File: src/rtl/rf_wb_arbiter.sv
// rf_wb_arbiter
//   Write-back arbiter and load scoreboard for the single write port of the
//   32x32 integer register file. ALU results and late load data are
//   serialised onto the port. Registers awaiting load data are tracked in a
//   pending bitmap, which drives the decode hazard outputs and holds back ALU
//   writes to the same register (WAW order). An ALU request that keeps losing
//   to the LSU is forced through after STARVE_LIMIT lost arbitrations.
//
// Ports
//   clk_i, rst_ni                        clock, async active-low reset
//   alu_wb_valid_i/ready_o, rd_i, data_i ALU write-back handshake
//   lsu_wb_valid_i/ready_o, rd_i, data_i load-data write-back handshake
//   lsu_issue_valid_i/ready_o, rd_i      load issue, marks rd pending
//   chk_addr1_i/2_i -> hazard1_o/2_o     decode RAW-on-load check
//   rf_we_o, rf_waddr_o, rf_wdata_o      register-file write port
//   pending_cnt_o                        outstanding load count
//   err_o                                sticky protocol error
module rf_wb_arbiter #(
    parameter int STARVE_LIMIT = 3,
    parameter int PENDING_MAX  = 4,
    localparam int CNT_W       = $clog2(PENDING_MAX + 1)
) (
    input  logic             clk_i,
    input  logic             rst_ni,
    input  logic             alu_wb_valid_i,
    output logic             alu_wb_ready_o,
    input  logic [4:0]       alu_wb_rd_i,
    input  logic [31:0]      alu_wb_data_i,
    input  logic             lsu_wb_valid_i,
    output logic             lsu_wb_ready_o,
    input  logic [4:0]       lsu_wb_rd_i,
    input  logic [31:0]      lsu_wb_data_i,
    input  logic             lsu_issue_valid_i,
    output logic             lsu_issue_ready_o,
    input  logic [4:0]       lsu_issue_rd_i,
    input  logic [4:0]       chk_addr1_i,
    input  logic [4:0]       chk_addr2_i,
    output logic             hazard1_o,
    output logic             hazard2_o,
    output logic             rf_we_o,
    output logic [4:0]       rf_waddr_o,
    output logic [31:0]      rf_wdata_o,
    output logic [CNT_W-1:0] pending_cnt_o,
    output logic             err_o
);

    localparam int STARVE_W = (STARVE_LIMIT < 1) ? 1 : $clog2(STARVE_LIMIT + 1);
    localparam logic [STARVE_W-1:0] STARVE_MAX = STARVE_W'(STARVE_LIMIT);
    localparam logic [CNT_W-1:0]    CNT_MAX    = CNT_W'(PENDING_MAX);

    // Bit 0 exists only so the bitmap can be indexed by a raw register
    // number; it is never set.
    logic [31:0]         pending, pending_next;
    logic [CNT_W-1:0]    cnt, cnt_next;
    logic [STARVE_W-1:0] starve, starve_next;
    logic                err, err_next;

    logic alu_zero, lsu_zero;
    logic alu_elig, lsu_elig;
    logic alu_win, lsu_win;
    logic issue_ok;
    logic alu_xfer, lsu_xfer, issue_xfer;
    logic cnt_dec;

    // Arbitration: LSU has priority until the ALU has lost STARVE_LIMIT
    // times in a row. An ALU write to a register with a load in flight is
    // held back so the later ALU value is not overwritten by the load.
    always_comb begin
        alu_zero = (alu_wb_rd_i == 5'd0);
        lsu_zero = (lsu_wb_rd_i == 5'd0);
        alu_elig = alu_wb_valid_i && !alu_zero && !pending[alu_wb_rd_i];
        lsu_elig = lsu_wb_valid_i && !lsu_zero;
        lsu_win  = lsu_elig && (!alu_elig || (starve < STARVE_MAX));
        alu_win  = alu_elig && !lsu_win;
        issue_ok = (cnt < CNT_MAX) &&
                   ((lsu_issue_rd_i == 5'd0) || !pending[lsu_issue_rd_i]);
    end

    // All outputs are forced low while reset is asserted, independent of
    // the clock.
    always_comb begin
        alu_wb_ready_o    = rst_ni && alu_wb_valid_i && (alu_zero || alu_win);
        lsu_wb_ready_o    = rst_ni && lsu_wb_valid_i && (lsu_zero || lsu_win);
        lsu_issue_ready_o = rst_ni && issue_ok;
        rf_we_o           = rst_ni && (alu_win || lsu_win);
        rf_waddr_o        = 5'd0;
        rf_wdata_o        = 32'd0;
        if (rst_ni && lsu_win) begin
            rf_waddr_o = lsu_wb_rd_i;
            rf_wdata_o = lsu_wb_data_i;
        end else if (rst_ni && alu_win) begin
            rf_waddr_o = alu_wb_rd_i;
            rf_wdata_o = alu_wb_data_i;
        end
        hazard1_o     = rst_ni && (chk_addr1_i != 5'd0) && pending[chk_addr1_i];
        hazard2_o     = rst_ni && (chk_addr2_i != 5'd0) && pending[chk_addr2_i];
        pending_cnt_o = rst_ni ? cnt : '0;
        err_o         = rst_ni && err;
    end

    always_comb begin
        alu_xfer   = alu_wb_valid_i && alu_wb_ready_o;
        lsu_xfer   = lsu_wb_valid_i && lsu_wb_ready_o;
        issue_xfer = lsu_issue_valid_i && lsu_issue_ready_o;
        // A write-back with no load outstanding must not wrap the counter.
        cnt_dec    = lsu_xfer && (cnt != '0);
    end

    always_comb begin
        pending_next = pending;
        if (lsu_xfer) begin
            pending_next[lsu_wb_rd_i] = 1'b0;
        end
        // Set after clear: a fresh load to a register hit by a stray
        // write-back in the same cycle must remain pending.
        if (issue_xfer && (lsu_issue_rd_i != 5'd0)) begin
            pending_next[lsu_issue_rd_i] = 1'b1;
        end
        pending_next[0] = 1'b0;

        cnt_next = cnt;
        if (issue_xfer && !cnt_dec) begin
            cnt_next = cnt + CNT_W'(1);
        end else if (!issue_xfer && cnt_dec) begin
            cnt_next = cnt - CNT_W'(1);
        end

        starve_next = starve;
        if (!alu_wb_valid_i || alu_xfer) begin
            starve_next = '0;
        end else if (alu_elig && !alu_win && (starve != STARVE_MAX)) begin
            starve_next = starve + STARVE_W'(1);
        end

        err_next = err;
        if (lsu_xfer && ((cnt == '0) || (!lsu_zero && !pending[lsu_wb_rd_i]))) begin
            err_next = 1'b1;
        end
    end

    always_ff @(posedge clk_i or negedge rst_ni) begin
        if (!rst_ni) begin
            pending <= '0;
            cnt     <= '0;
            starve  <= '0;
            err     <= 1'b0;
        end else begin
            pending <= pending_next;
            cnt     <= cnt_next;
            starve  <= starve_next;
            err     <= err_next;
        end
    end

endmodule

File: config.mk
export PLATFORM = sky130hd
export DESIGN_NAME = rf_wb_arbiter
export DESIGN_NICKNAME = d
export VERILOG_FILES = /design/src/rtl/rf_wb_arbiter.sv
export SDC_FILE = /design/constraint.sdc
export NUM_CORES = 1
export LEC_CHECK = 0
export ABC_AREA = 0
export BUFFER_PORTS_ARGS = -buffer_cell sky130_fd_sc_hd__buf_2
export CORE_ASPECT_RATIO = 0.7
export CORE_MARGIN = 3
export CORE_UTILIZATION = 45
export CTS_CLUSTER_SIZE = 30
export DETAILED_ROUTE_END_ITERATION = 10
export GPL_TIMING_DRIVEN = 0
export HOLD_SLACK_MARGIN = 0.06
export PLACE_DENSITY_LB_ADDON = 0.1
export SLEW_MARGIN = 0
export SYNTH_ARGS = -nofsm -noshare
export SYNTH_HDL_FRONTEND = slang
export SYNTH_SLANG_ARGS = --single-unit
File: constraint.sdc
create_clock -name clk_i -period 7.5 [get_ports clk_i]
set_clock_uncertainty 0.2 [all_clocks]
set_input_delay 0 -clock clk_i [delete_from_list [all_inputs] [get_ports clk_i]]
set_output_delay 0 -clock clk_i [all_outputs]
set_load 0.005 [all_outputs]
==> results of run 1 <==
## per-layer routing
layer  wire length [µm]  global-route usage, %  part of all wire, %  vias to the layer above
li1                   -                      -                    -                     1779
met1               5564                  42.33                   41                     1954
met2               5905                  39.72                   44                      251
met3               1773                  8.837                   13                       27
met4                169                  6.168                  1.3                        0
met5                  0                      0                    0                        -
## worst min path at each step
stage / from / endpoint / slack (ps) / depth (start not counted)
floorplan: rst_ni / cnt[0] / -500 / 0
global placement: rst_ni / pending[8] / -10 / 1
detailed placement: rst_ni / pending[8] / -8 / 1
CTS: lsu_wb_data_i[3] / rf_wdata_o[3] / 80 / 3
global route: lsu_wb_data_i[17] / rf_wdata_o[17] / 90 / 3
finish: lsu_wb_data_i[3] / rf_wdata_o[3] / 80 / 3
## where the power goes
| part | internal, mW | total (mW) | switching, mW |
|---|---|---|---|
| Combinational | 0.131 | 0.247 | 0.115 |
| Clock | 0.158 | 0.251 | 0.0928 |
| Sequential | 0.224 | 0.273 | 0.0490 |
## cells in the final DEF (no fill, tap or decap), types with 2 or more instances in the layout
| master | synthesis | final |
|---|---|---|
| clkbuf_16 | 0 | 5 |
| buf_1 | 2 | 2 |
| nor2_1 | 14 | 14 |
| nor2b_1 | 13 | 13 |
| and2_1 | 7 | 7 |
| or3_1 | 3 | 3 |
| clkbuf_1 | 13 | 14 |
| inv_1 | 18 | 18 |
| buf_6 | 2 | 2 |
| and4b_1 | 2 | 2 |
| a22o_1 | 38 | 38 |
| o211ai_1 | 3 | 3 |
| o2111a_1 | 2 | 2 |
| buf_2 | 9 | 139 |
| o22ai_1 | 2 | 2 |
| o221ai_1 | 15 | 15 |
| a21oi_1 | 10 | 10 |
| o31ai_1 | 15 | 15 |
| buf_4 | 2 | 2 |
| ha_1 | 2 | 2 |
| mux4_2 | 30 | 30 |
| nand2b_1 | 6 | 6 |
| and3_1 | 2 | 2 |
| nor3_1 | 4 | 4 |
| nand3b_1 | 9 | 9 |
| o21ai_0 | 18 | 18 |
| mux2i_1 | 13 | 13 |
| nand3_1 | 10 | 10 |
| a22oi_1 | 2 | 2 |
| dfrtp_1 | 37 | 37 |
| or3b_2 | 2 | 2 |
| mux2_2 | 6 | 6 |
| a211oi_1 | 2 | 2 |
| nand2_1 | 39 | 39 |
| nor4_1 | 4 | 4 |
| dlygate4sd3_1 | 0 | 9 |
| xor2_1 | 3 | 3 |
## critical path, delay by kind of cell (launching register included)
| family | cells | cell delay, ps |
|---|---|---|
| compound gates | 3 | 890 |
| simple gates | 4 | 610 |
| fa+ha+maj | 2 | 540 |
| flops | 1 | 490 |
| xor+xnor | 2 | 330 |
| mux | 1 | 310 |
| buf+inv | 2 | 230 |
## cells in the mapped netlist (3+ instances only)
master / number
inv_1: 18
or3_1: 3
nor2_1: 14
o211ai_1: 3
nand2_1: 39
buf_2: 9
a22o_1: 38
nand2b_1: 6
o31ai_1: 15
and2_1: 7
clkbuf_1: 13
mux4_2: 30
xor2_1: 3
mux2i_1: 13
a21oi_1: 10
o21ai_0: 18
nor2b_1: 13
nor4_1: 4
mux2_2: 6
dfrtp_1: 37
o221ai_1: 15
nor3_1: 4
nand3_1: 10
nand3b_1: 9
## state kept, by name, summed over array words and instances (netlist names)
name	cells
cnt	3
err	1
starve	2
pending	31
## stage by stage
step,cell area [µm²],total power [mW]
floorplan,3685,0.4105
global placement,4458,0.5046
detailed placement,4458,0.5117
CTS,4716,0.7633
global route,4716,0.8049
finish,4716,0.7703
## cell type report
| cell class | instances | area (µm²) |
|---|---|---|
| Fill cell | 660 | 2897 |
| Multi-Input combinational cell | 296 | 2537 |
| Sequential cell | 37 | 925.9 |
| Timing Repair Buffer | 139 | 740.7 |
| Buffer | 29 | 153.9 |
| Clock buffer | 6 | 128.9 |
| Tap cell | 98 | 122.6 |
| Inverter | 18 | 67.56 |
| Clock inverter | 2 | 38.79 |
## cells by family (layout without fill, tap and decap cells)
logic type	count (synthesis)	in the layout	synth area share, %
simple gates	125	125	19.08
compound gates	115	115	23.90
mux	49	49	23.70
buf+inv	47	194	6.010
flops	37	37	25.13
xor+xnor	4	4	0.9509
fa+ha+maj	3	3	1.222
==> flow_metrics.env, run 1 <==
export IMPL_status="complete, no violations"
export IMPL_final_cells=625
export IMPL_r2r_end="cnt[2]"
export IMPL_fmax_mhz=272.2
export IMPL_synth_nets=477
export IMPL_wirelength_mm=13.41
export IMPL_numCtsBuffers=5
export IMPL_grt_pass1_wl_mm=20.13
export IMPL_cp_common_cell="xor2_1"
export IMPL_required_ps=7510
export IMPL_r2r_start="pending[5]"
export IMPL_ys_ff_latch=37
export IMPL_start_kind="register"
export IMPL_syn_area_per_cell_um2=9.697
export IMPL_cts_tree="done"
export IMPL_area_growth_pct=27.98
export IMPL_startpoint="pending[5]"
export IMPL_fin_crit_sh_pct=48.99
export IMPL_crit_end="cnt[2]"
export IMPL_antenna_found_initial=0
export IMPL_hold_viol=0
export IMPL_critPathSlowestCell="a2111oi_0"
export IMPL_cts_setup_buffers=0
export IMPL_peakVddDrop_v=0.0001292
export IMPL_die_height_um=81.71
export IMPL_ios=141
export IMPL_tns_ps=0
export IMPL_relSlewSlack_pct=37.21
export IMPL_detail_route_vias_per_cell=6.418
export IMPL_synth_area_leader_cell="dfrtp_1"
export IMPL_holdWs_ps=76.93
export IMPL_final_nets=623
export IMPL_cpPeakStageDelay_ps=500
export IMPL_grt_max_degree=43
export IMPL_grt_setup_unrepaired="no"
export IMPL_cts_root_buffer="clkbuf_16"
export IMPL_ant_nets=0
export IMPL_ys_warnings_count=0
export IMPL_seq_area_frac_synth_pct=25.13
export IMPL_crit_path_max_fanout=10
export IMPL_ff2ff_path_depth=14
export IMPL_clk_latency_ps=300
export IMPL_end_kind="register"
export IMPL_coreArea_mm2=0.007612
export IMPL_cap_viol_max_count=0
export IMPL_floorplan_initialDensity_pct=48.41
export IMPL_power_density_mw_per_mm2=163.3
export IMPL_antenna_cells=0
export IMPL_period_minus_slack_ps=3674
export IMPL_leakagePower_nw=2.275
export IMPL_grt_pass1_vias=3615
export IMPL_dr_pass1_iters=5
export IMPL_dp_cells=608
export IMPL_die_w_um=114.2
export IMPL_grt_total_usage_pct=28.22
export IMPL_dp_hpwl_mm=10.37
export IMPL_synth_area_top_cells="dfrtp_1 25%, mux4_2 18%, a22o_1 9.0%"
export IMPL_hold_class="input port to output port"
export IMPL_port_buffer_count=130
export IMPL_tightest_slew_ps=941.9
export IMPL_syn_inst=380
export IMPL_drc=0
export IMPL_synth_top_area_share_pct=25.13
export IMPL_clk_pin_slew_ps=60
export IMPL_cts_max_level=2
export IMPL_synth_edff_count=0
export IMPL_arrival_ps=3690
export IMPL_fin_util_pct=61.95
export IMPL_drive_gt1_share_pct=37.19
export IMPL_worstSetupPathType="register to register"
export IMPL_synth_cell_types=56
export IMPL_drt_iter0_drc=423
export IMPL_synth_area_mm2=0.003685
export IMPL_clockBufferDepth=2
export IMPL_dieArea_mm2=0.009328
export IMPL_overflow=0
export IMPL_ctsHoldBuffers=9
export IMPL_synth_ff_type="dfrtp_1"
export IMPL_setup_slack_ps=3826
export IMPL_setup_viol=0
export IMPL_post_place_ws_ps=3918
export IMPL_num_vias=4011
export IMPL_slew_violations=0
export IMPL_r2r_setup_slack_ps=3830
export IMPL_cts_repair_resized=0
export IMPL_async_reset_ff_share_pct=100.0
export IMPL_cts_sinks=37
export IMPL_routabilityCongestion=1.007
export IMPL_wl_per_cell_um=21.46
export IMPL_rows=26
export IMPL_path_cells="mux2_2, a2111oi_0, nor4_1, o21ai_1, and3_4, buf_6, a21oi_1, nand2b_1, ha_1, inv_1, fa_1, xor2_1, nor2_1, xor2_1"
No activity file was read; power rests on OpenSTA's default activity.
==> run 2, diff against run 1 <==
- clock period: 7.5 -> 3.21 ns (I/O delays scaled with it)
==> flow_metrics.env, run 2 (synthesis results as in run 1) <==
export IMPL_power_density_mw_per_mm2=377.8
export IMPL_cpPeakStageDelay_ps=490
export IMPL_worstSetupPathType="register to register"
export IMPL_cap_viol_max_count=0
export IMPL_drt_iter0_drc=457
export IMPL_fin_crit_sh_pct=98.49
export IMPL_clockBufferDepth=2
export IMPL_fmax_mhz=316.3
export IMPL_period_minus_slack_ps=3161
export IMPL_slew_violations=0
export IMPL_leakagePower_nw=2.317
export IMPL_die_height_um=81.71
export IMPL_grt_max_degree=38
export IMPL_cts_root_buffer="clkbuf_16"
export IMPL_grt_setup_unrepaired="yes"
export IMPL_hold_class="input port to output port"
export IMPL_relSlewSlack_pct=53.71
export IMPL_holdWs_ps=76.93
export IMPL_drive_gt1_share_pct=42.51
export IMPL_dp_cells=608
export IMPL_required_ps=3220
export IMPL_grt_pass1_wl_mm=20.66
export IMPL_hold_viol=0
export IMPL_crit_path_max_fanout=7
export IMPL_ant_nets=0
export IMPL_wl_per_cell_um=21.95
export IMPL_area_growth_pct=32.02
export IMPL_routabilityCongestion=1.007
export IMPL_die_w_um=114.2
export IMPL_cp_num_buf_inv=1
export IMPL_coreArea_mm2=0.007612
export IMPL_place_area_mm2=0.004458
export IMPL_dr_pass1_iters=5
export IMPL_status="complete, no violations"
export IMPL_final_cells=632
export IMPL_fin_area_mm2=0.004865
export IMPL_final_cell_mix="139 x buf_2, 38 x nand2_1, 38 x a22o_1"
export IMPL_largest_reg_flops=31
export IMPL_cts_sinks=37
export IMPL_grt_total_usage_pct=29.09
export IMPL_start_kind="register"
export IMPL_antenna_found_initial=0
export IMPL_top_regs="pending x31, cnt x3, starve x2"
export IMPL_cp_common_cell="xor2_1"
export IMPL_grt_pass1_vias=3629
export IMPL_max_flop_register="pending"
export IMPL_dieArea_mm2=0.009328
export IMPL_arrival_ps=3180
export IMPL_dp_hpwl_mm=10.37
export IMPL_ios=141
export IMPL_final_common_cell="buf_2"
export IMPL_r2r_setup_slack_ps=50
export IMPL_port_buffer_count=130
export IMPL_path_cells="mux4_2, mux2_4, nand2_2, o211ai_1, a211oi_2, and2_4, ha_4, inv_2, fa_2, xor2_1, nor2_1, xor2_1"
export IMPL_detail_route_vias_per_cell=6.445
export IMPL_peakVddDrop_v=0.0003016
export IMPL_floorplan_initialDensity_pct=48.41
export IMPL_wirelength_mm=13.88
export IMPL_end_kind="register"
export IMPL_final_nets=630
export IMPL_critPathTopFamily="multiplexers"
export IMPL_rows=26
export IMPL_setup_viol=0
export IMPL_cts_max_level=2
export IMPL_drc=0
export IMPL_critPathSlowestCell="mux4_2"
export IMPL_cts_tree="done"
export IMPL_clk_pin_slew_ps=60
export IMPL_tightest_slew_ps=691.5
export IMPL_numCtsBuffers=5
export IMPL_num_vias=4073
export IMPL_clk_latency_ps=290
export IMPL_overflow=0
export IMPL_antenna_cells=0
run 2: final timing paths:
| check | startpoint | endpoint | cells after the start |
|---|---|---|---|
| max in group asynchronous | rst_ni | pending[1] | 3 |
| worst max register to register | pending[11] | cnt[2] | 12 |
| worst min-delay path | lsu_wb_data_i[3] | rf_wdata_o[3] | 3 |
| worst min register to register | err | err | 1 |
| min in group asynchronous | rst_ni | cnt[2] | 3 |
| worst max-delay path | pending[11] | cnt[2] | 12 |
run 2: report_power, final:
group	switching [mW]	internal, mW
clock	0.212	0.368
combinational	0.290	0.326
sequential	0.113	0.528
total	0.616	1.22
run 2: worst min-delay path: cells and delay by family:
| family | cells | cell delay [ps] |
|---|---|---|
| AO/OA/AOI/OAI | 1 | 100 |
| buffers and inverters | 2 | 170 |
run 2: repair_timing:
item                       4_1_cts  5_1_grt
hold endpoints to repair        62        0
gates resized for setup         16       15
pin swaps                        5        4
setup endpoints to repair        2        2
hold buffers                     9        0
setup buffers                    4        3
run 2: area by class of cell:
| cell class | count | area (µm²) |
|---|---|---|
| multi-input combinational | 296 | 2596 |
| inverter | 18 | 67.56 |
| buffer | 29 | 163.9 |
| timing repair buffer | 146 | 803.3 |
| tap | 98 | 122.6 |
| clock inverter | 2 | 38.79 |
| clock buffer | 6 | 128.9 |
| fill | 649 | 2748 |
| sequential | 37 | 943.4 |
run 2: through the flow:
stage	setup TNS (ps)	worst slack [ps]	power (mW)	utilization [%]
2_1_floorplan	0	175.9	0.9591	-
4_1_cts	0	5.228	1.804	63.13
3_5_place_dp	-660.5	-371.6	1.196	58.56
6_report	0	48.50	1.838	63.91
3_3_place_gp	-546.5	-291.9	1.179	58.56
5_1_grt	-46.37	-46.37	1.922	63.91
run 2: metal layers:
metal	vias to the layer above	GRT usage, %	part of all wire, %
li1	1797	-	-
met1	2015	43.77	42
met2	242	40.89	45
met3	19	9.205	12
met4	0	5.931	1.2
met5	-	0	0
